--- src/rtl/write_image.sv ---
// Packs an 8-bit pixel stream into 200-bit words and writes them to the image buffer.
// Optional pixel-sum accumulator enabled by defining WRITE_IMAGE_CHECKSUM_EN.
module write_image #(
  parameter int unsigned PIX_W      = 8,
  parameter int unsigned WORD_W     = 200,
  parameter int unsigned IMG_PIXELS = 1024,
  parameter int unsigned ADDR_W     = 6
) (
  input  logic              clk,
  input  logic              rst_n,
  input  logic              start,
  input  logic              pix_valid,
  input  logic [PIX_W-1:0]  pix_data,
  output logic              pix_ready,
  output logic              mem_we,
  output logic [ADDR_W-1:0] mem_addr,
  output logic [WORD_W-1:0] mem_wdata,
  output logic              busy,
  output logic              done,
  output logic [15:0]       checksum
);

  localparam int unsigned PPW = WORD_W / PIX_W;
  localparam int unsigned KW  = $clog2(PPW + 1);
  localparam int unsigned CW  = $clog2(IMG_PIXELS + 1);

  typedef enum logic [1:0] {StIdle, StFill, StWrite, StDone} state_e;

  state_e              state_q, state_d;
  logic [KW-1:0]       k_q, k_d;
  logic [CW-1:0]       cnt_q, cnt_d;
  logic [ADDR_W-1:0]   addr_q, addr_d;
  logic [WORD_W-1:0]   buf_q, buf_d;
  logic                pix_ready_q, mem_we_q, busy_q, done_q;
  logic                accept;

  assign accept = (state_q == StFill) && pix_valid;

  always_comb begin
    state_d = state_q;
    k_d     = k_q;
    cnt_d   = cnt_q;
    addr_d  = addr_q;
    buf_d   = buf_q;
    unique case (state_q)
      StIdle: begin
        if (start) begin
          state_d = StFill;
          k_d     = '0;
          cnt_d   = '0;
          addr_d  = '0;
          buf_d   = '0;
        end
      end
      StFill: begin
        if (pix_valid) begin
          for (int unsigned s = 0; s < PPW; s++) begin
            if (k_q == KW'(s)) buf_d[s*PIX_W +: PIX_W] = pix_data;
          end
          k_d   = k_q + 1'b1;
          cnt_d = cnt_q + 1'b1;
          if (k_q == KW'(PPW - 1) || cnt_q == CW'(IMG_PIXELS - 1)) state_d = StWrite;
        end
      end
      StWrite: begin
        // Buffer must be zero so a partial final word has clean upper slots.
        buf_d = '0;
        k_d   = '0;
        if (cnt_q == CW'(IMG_PIXELS)) begin
          state_d = StDone;
        end else begin
          addr_d  = addr_q + 1'b1;
          state_d = StFill;
        end
      end
      StDone:  state_d = StIdle;
      default: state_d = StIdle;
    endcase
  end

  always_ff @(posedge clk or negedge rst_n) begin
    if (!rst_n) begin
      state_q     <= StIdle;
      k_q         <= '0;
      cnt_q       <= '0;
      addr_q      <= '0;
      buf_q       <= '0;
      pix_ready_q <= 1'b0;
      mem_we_q    <= 1'b0;
      busy_q      <= 1'b0;
      done_q      <= 1'b0;
    end else begin
      state_q     <= state_d;
      k_q         <= k_d;
      cnt_q       <= cnt_d;
      addr_q      <= addr_d;
      buf_q       <= buf_d;
      pix_ready_q <= (state_d == StFill);
      mem_we_q    <= (state_d == StWrite);
      busy_q      <= (state_d == StFill) || (state_d == StWrite);
      done_q      <= (state_d == StDone);
    end
  end

  assign pix_ready = pix_ready_q;
  assign mem_we    = mem_we_q;
  assign mem_addr  = addr_q;
  assign mem_wdata = buf_q;
  assign busy      = busy_q;
  assign done      = done_q;

`ifdef WRITE_IMAGE_CHECKSUM_EN
  logic [15:0] csum_q, csum_d;

  always_comb begin
    csum_d = csum_q;
    if (state_q == StIdle && start) begin
      csum_d = '0;
    end else if (accept) begin
      csum_d = csum_q + 16'(pix_data);
    end
  end

  always_ff @(posedge clk or negedge rst_n) begin
    if (!rst_n) csum_q <= '0;
    else        csum_q <= csum_d;
  end

  assign checksum = csum_q;
`else
  logic unused_accept;
  assign unused_accept = accept;
  assign checksum      = '0;
`endif

endmodule
--- config.mk ---
export PLATFORM = sky130hd
export DESIGN_NAME = write_image
export DESIGN_NICKNAME = d
export VERILOG_FILES = /design/src/rtl/write_image.sv
export SDC_FILE = /design/constraint.sdc
export NUM_CORES = 1
export LEC_CHECK = 0
export ABC_AREA = 0
export CAP_MARGIN = 20
export CORE_UTILIZATION = 50
export DETAILED_ROUTE_END_ITERATION = 8
export GPL_ROUTABILITY_DRIVEN = 1
export PLACE_DENSITY = 0.89
export SLEW_MARGIN = 20
export SYNTH_ARGS = -nofsm -noshare
export SYNTH_HDL_FRONTEND = slang
export SYNTH_SLANG_ARGS = --single-unit
--- constraint.sdc ---
create_clock -name clk -period 2.3 [get_ports clk]
set_clock_uncertainty 0.2 [all_clocks]
set_input_delay 0.69 -clock clk [delete_from_list [all_inputs] [get_ports clk]]
set_output_delay 0.69 -clock clk [all_outputs]
set_load 0.005 [all_outputs]
Yosys cells after proc, flatten, opt, wreduce, memory -nomap -nowiden
Index checks and enable logic that the tools add are counted.

storage, ports and cells
  bits in registers = 228
  logic and storage cells = 173

cells by class
  add/sub/neg operators = 3
  equality and inequality tests = 60
  multiplexer cells = 42
  reduce and logical (&&, ||, !) cells = 35

operators by type and width
  operator                                                                 number
  200-bit one-hot mux with 3 select lines                                  1
  200-bit two-way mux                                                      2
  8-bit two-way mux                                                        25
  4-bit AND reduction                                                      25
  2-bit by 1-bit inequality test with 1-bit output, second input constant  25
  5-bit equality test, second input constant                               9
  5-bit by 4-bit equality test with 1-bit output, second input constant    8
  11-bit two-way mux                                                       2
  11-bit one-hot mux with 2 select lines                                   1
  5-bit by 3-bit equality test with 1-bit output, second input constant    4
  5-bit one-hot mux with 3 select lines                                    1
  6-bit two-way mux                                                        2
  6-bit one-hot mux with 2 select lines                                    1
  11-bit by 1-bit adder with 11-bit output, second input constant          1
  11-bit by 10-bit equality test with 1-bit output, second input constant  1
  11-bit equality test, second input constant                              1
  5-bit by 2-bit equality test with 1-bit output, second input constant    2
  5-bit two-way mux                                                        2
  3-bit AND reduction                                                      3
  2-bit equality test, second input constant                               4
  2-bit two-way mux                                                        4
  2-bit one-hot mux with 4 select lines                                    1
  6-bit by 1-bit adder with 6-bit output, second input constant            1
  2-bit inequality test, second input constant                             3
  8 further kinds                                                          11

Depth between registers and ports, before layout
  depth after elaboration = 7
  mapped depth = 7

Least setup slack after synthesis
OpenSTA, ideal clock, no wires.

  path type = input -> register
  start = input port pix_valid
  end = register cnt_q[9]
  arrival = 1.831 ns
  required time = 2.022 ns
  path slack = 0.191 ns
  cell stages on the path = 5
  path buffers = 1
  path through = mux2i_1 > or2_2 > buf_2 > or4_1 > a21oi_1

between the ends
  word-level cells in the longest chain between the ends = 2

ends and longest elaborated chain
  what                                    line  text
  start, declared                         12    input logic pix_valid,
  2-bit inequality test (no source line)  --
  3-bit AND reduction (no source line)    --
  end signal, assigned                    95    cnt_q <= cnt_d;
  end, declared                           31    logic [CW-1:0] cnt_q, cnt_d;

Every way passes these cells.
A chain may end at the register's enable or synchronous reset.

Worst setup path in the final report
  start = register buf_q[32] (netlist: mem_wdata[32])
  end = output port mem_wdata[32]

RTL lines
  what                    line  text
  start, declared         33    logic [WORD_W-1:0] buf_q, buf_d;
  start signal, assigned  97    buf_q <= buf_d;
  end, declared           17    output logic [WORD_W-1:0] mem_wdata,

No word-level cell between the ends.

==> flow_summary_export.csv <==
group,metric,value,unit
worst_setup_path,cp_max_fo,2,
global_routing,grt_pass1_wl,44700,um
synth,synth_compound_area_share,8.76,%
synth,synth.mux.area_fraction,10.3,%
detailed_routing,drtIter0Drc,499,
clocking,clock-root-buffer,"clkbuf_16",
synth,synth_area,0.00968,sq mm
worst_setup_path,start_kind,"flip-flop",
global_routing,grt_remaining_overflow,0,
synth,synthAdderAreaFrac,1.42,%
detailed_routing,drtPass1Iterations,5,
layout,n_fill_cell,1123,
placed_design,pre_cts_slack,-596,ps
placed_design,placed_area,0.0128,sq mm
layout,final_cell_mix,"dfrtp_1, nand2_1, nand3_1, o21ai_0, clkdlybuf4s50_1",
detailed_routing,drc,0,
layout,nets,1200,
synth,synth_top_family_by_area,"simple AND/OR/NAND/NOR gates",
pwr,p_per_area,941,mW/mm^2
synth,synth_simple_gate_area_share,15.0,%
synth,synth_warnings,0,
clocking,clk_transition_reported_paths,60,ps
detailed_routing,totalWireLength,29300,um
detailed_routing,antenna_left,0,
worst_setup_path,cp.required,1410,ps
detailed_routing,wl_per_cell,20.2,um
sta,timing.hold.ws,293,ps
worst_setup_path,max_stage_delay,520,ps
clocking,cts_buffers,23,
pwr,power_frac_comb,29.9,%
layout,drive_gt1_share,15.8,%
pwr,p_switching,0.00400,W
clocking,cts_max_path_buffers,3,
pwr,leakagePower,7.60,nW
synth,synth.avg_cell_area,11.0,sq um
detailed_routing,vias_per_cell,5.53,
synth,synth_xor_area_share,0.814,%
global_routing,grt_max_degree,59,
pwr,seqPwrFrac,41.0,%
global_routing,grtUsageTotal,28.9,%
die,core,0.0188,sq mm
placed_design,place.gp.congestion,0.883,
clocking,h-tree-depth,1,
placed_design,hpwl,18600,um
worst_setup_path,cp_top_family,"buffers and inverters",
worst_setup_path,arrival,1400,ps
synth,ys_seq_area_share,58.9,%
clocking,clock_latency,510,ps
die,rows,50,
pwr,power_frac_clock,29.1,%
detailed_routing,vias,8045,
layout,diodes,0,
worst_hold_path,min_from,"mem_wdata[157]",
sta,slew_violations,0,
pwr,switching_share,30.2,%
outcome,status,"completed",
clocking,cts_tree,"done",
layout,multi_input_area,0.00360,sq mm
sta,period_share,99.7,%
sta,setup_viol,0,
global_routing,antenna_found_initial,0,
worst_setup_path,endpoint_kind,"output pin",
sta,min_period,2290,ps
placed_design,portBuffers,221,
sta,layout_setup_ws,6.62,ps
layout,regArea,0.00571,sq mm
die,fp.dieArea,0.0199,sq mm
sta,hold_viol,0,
die,die_w,141,um
synth,synth_cell_types,50,
worst_setup_path,r2r-start,"cnt_q[9]",
worst_setup_path,cp-startpoint,"mem_wdata[32]",
sta,max_freq,436,MHz
global_routing,grt_pass1_vias,8042,
synth,synthesis.instances,882,
die,io_pins,238,
worst_setup_path,path_class,"flip-flop to output pin",
worst_setup_path,worst_path_max_delay_cell,"clkdlybuf4s50_1",
layout,final_common_cell,"dfrtp_1",
pwr,internal-power,0.00926,W
die,die_y,141,um
worst_hold_path,worstHoldPathType,"flip-flop to flip-flop",
sta,worst_slew_pin_slew,539,ps
run,max-cap-violations,0,
pwr,ir_drop,0.611,mV
die,start_util,51.4,%
layout,area_growth,45.6,%
sta,max_slew_margin,63.9,%
clocking,cts.sinks,228,
worst_setup_path,cp_cell_sequence,"clkdlybuf4s50_1",
synth,ys_ff_latch,228,
layout,final_area,0.0141,sq mm
worst_setup_path,cp.buffers_inverters,1,
==> per-layer routing <==
metal | track usage (%) | share of wire [%]
met4 | 10.9 | 3.3
met3 | 5.57 | 6.3
met5 | 0 | 0
met2 | 49.7 | 51
met1 | 36.3 | 39
==> what timing repair did <==
action,in CTS,in global routing
gates resized for setup,35,88
endpoints found under the setup margin,52,120
buffers inserted,12,24
endpoints found under the hold margin,30,0
hold buffers,1,0
==> cells in the mapped netlist, drive strengths merged <==
library cell  instances  area (sq um)
nand4                 8          50.1
nor3b                 3          22.5
nand2b                3          18.8
clkinv                1          3.75
nor3                  3          37.5
buf                  51           313
nor4                  7          43.8
ha                   11           138
clkbuf               34           128
nor4bb                2          20.0
a22o                  3          26.3
dfrtp               228          5710
and2                  1          6.26
o21ai               115           579
xor2                  3          26.3
conb                  1          3.75
inv                   5          18.8
nand2               122           458
and3b                 1          10.0
a41o                  1          10.0
nand4b                1          8.76
xnor2                 6          52.6
o2111ai               6          90.1
o21bai                1          7.51
or2                   2          12.5
a31o                  1          8.76
nand3               111           556
and3                  2          12.5
o21a                  1          7.51
a21o                  2          15.0
mux2i                97           971
nor2                 22           114
o311ai                1          8.76
a21oi                 4          20.0
nor2b                 7          43.8
o21ba                 1          10.0
and4b                 2          20.0
or4                   2          15.0
o31ai                 2          15.0
mux2                  2          22.5
o211ai                6          50.1
==> flip-flops by register name, indices dropped and copies added, names as in the netlist <==
register   count
busy           1
mem_wdata    200
cnt_q         11
state_q        2
mem_we         1
pix_ready      1
mem_addr       6
k_q            5
done           1
==> area by class of cell <==
cell class | count | area share (%)
clock inverters | 15 | 1.17
repair buffers | 340 | 25.9
flip-flops and latches | 228 | 40.5
well taps | 260 | 2.31
inverters | 6 | 0.160
multi-input cells | 578 | 25.6
clock buffers | 27 | 4.40
==> kinds of logic after synthesis <==
logic type	count (synthesis)
compound gates	144
xor+xnor	9
fa+ha+maj	11
buf+inv	91
flops	228
mux	99
other cells	1
simple gates	299
==> metrics by stage <==
step           util [%]  TNS, ps  power (W)  std cells
2_1_floorplan         -        0    0.00679        897
3_3_place_gp       68.1   -65930    0.00913       1375
3_5_place_dp       68.1   -72730    0.00932       1375
4_1_cts            72.7        0     0.0132       1430
5_1_grt            74.8     -147     0.0139       1454
6_report           74.8        0     0.0133       1454
==> final timing paths <==
path                             endpoint  slack [ps]  depth (start not counted)
setup / recovery            mem_wdata[32]           7                          1
hold / removal             mem_wdata[157]         290                          2
setup reg to reg                     busy         220                          5
hold reg to reg            mem_wdata[157]         290                          2
max in group asynchronous  mem_wdata[179]         840                          3
min in group asynchronous   mem_wdata[22]         440                          2
==> power groups by stage <==
stage | sequential, W | clock, W | combinational (W)
3_3_place_gp | 0.00544 | 0 | 0.00369
2_1_floorplan | 0.00546 | 0 | 0.00134
6_report | 0.00544 | 0.00386 | 0.00396
3_5_place_dp | 0.00548 | 0 | 0.00384
4_1_cts | 0.00543 | 0.00389 | 0.00386
5_1_grt | 0.00551 | 0.00407 | 0.00427
No activity file was read; power rests on OpenSTA's default activity.
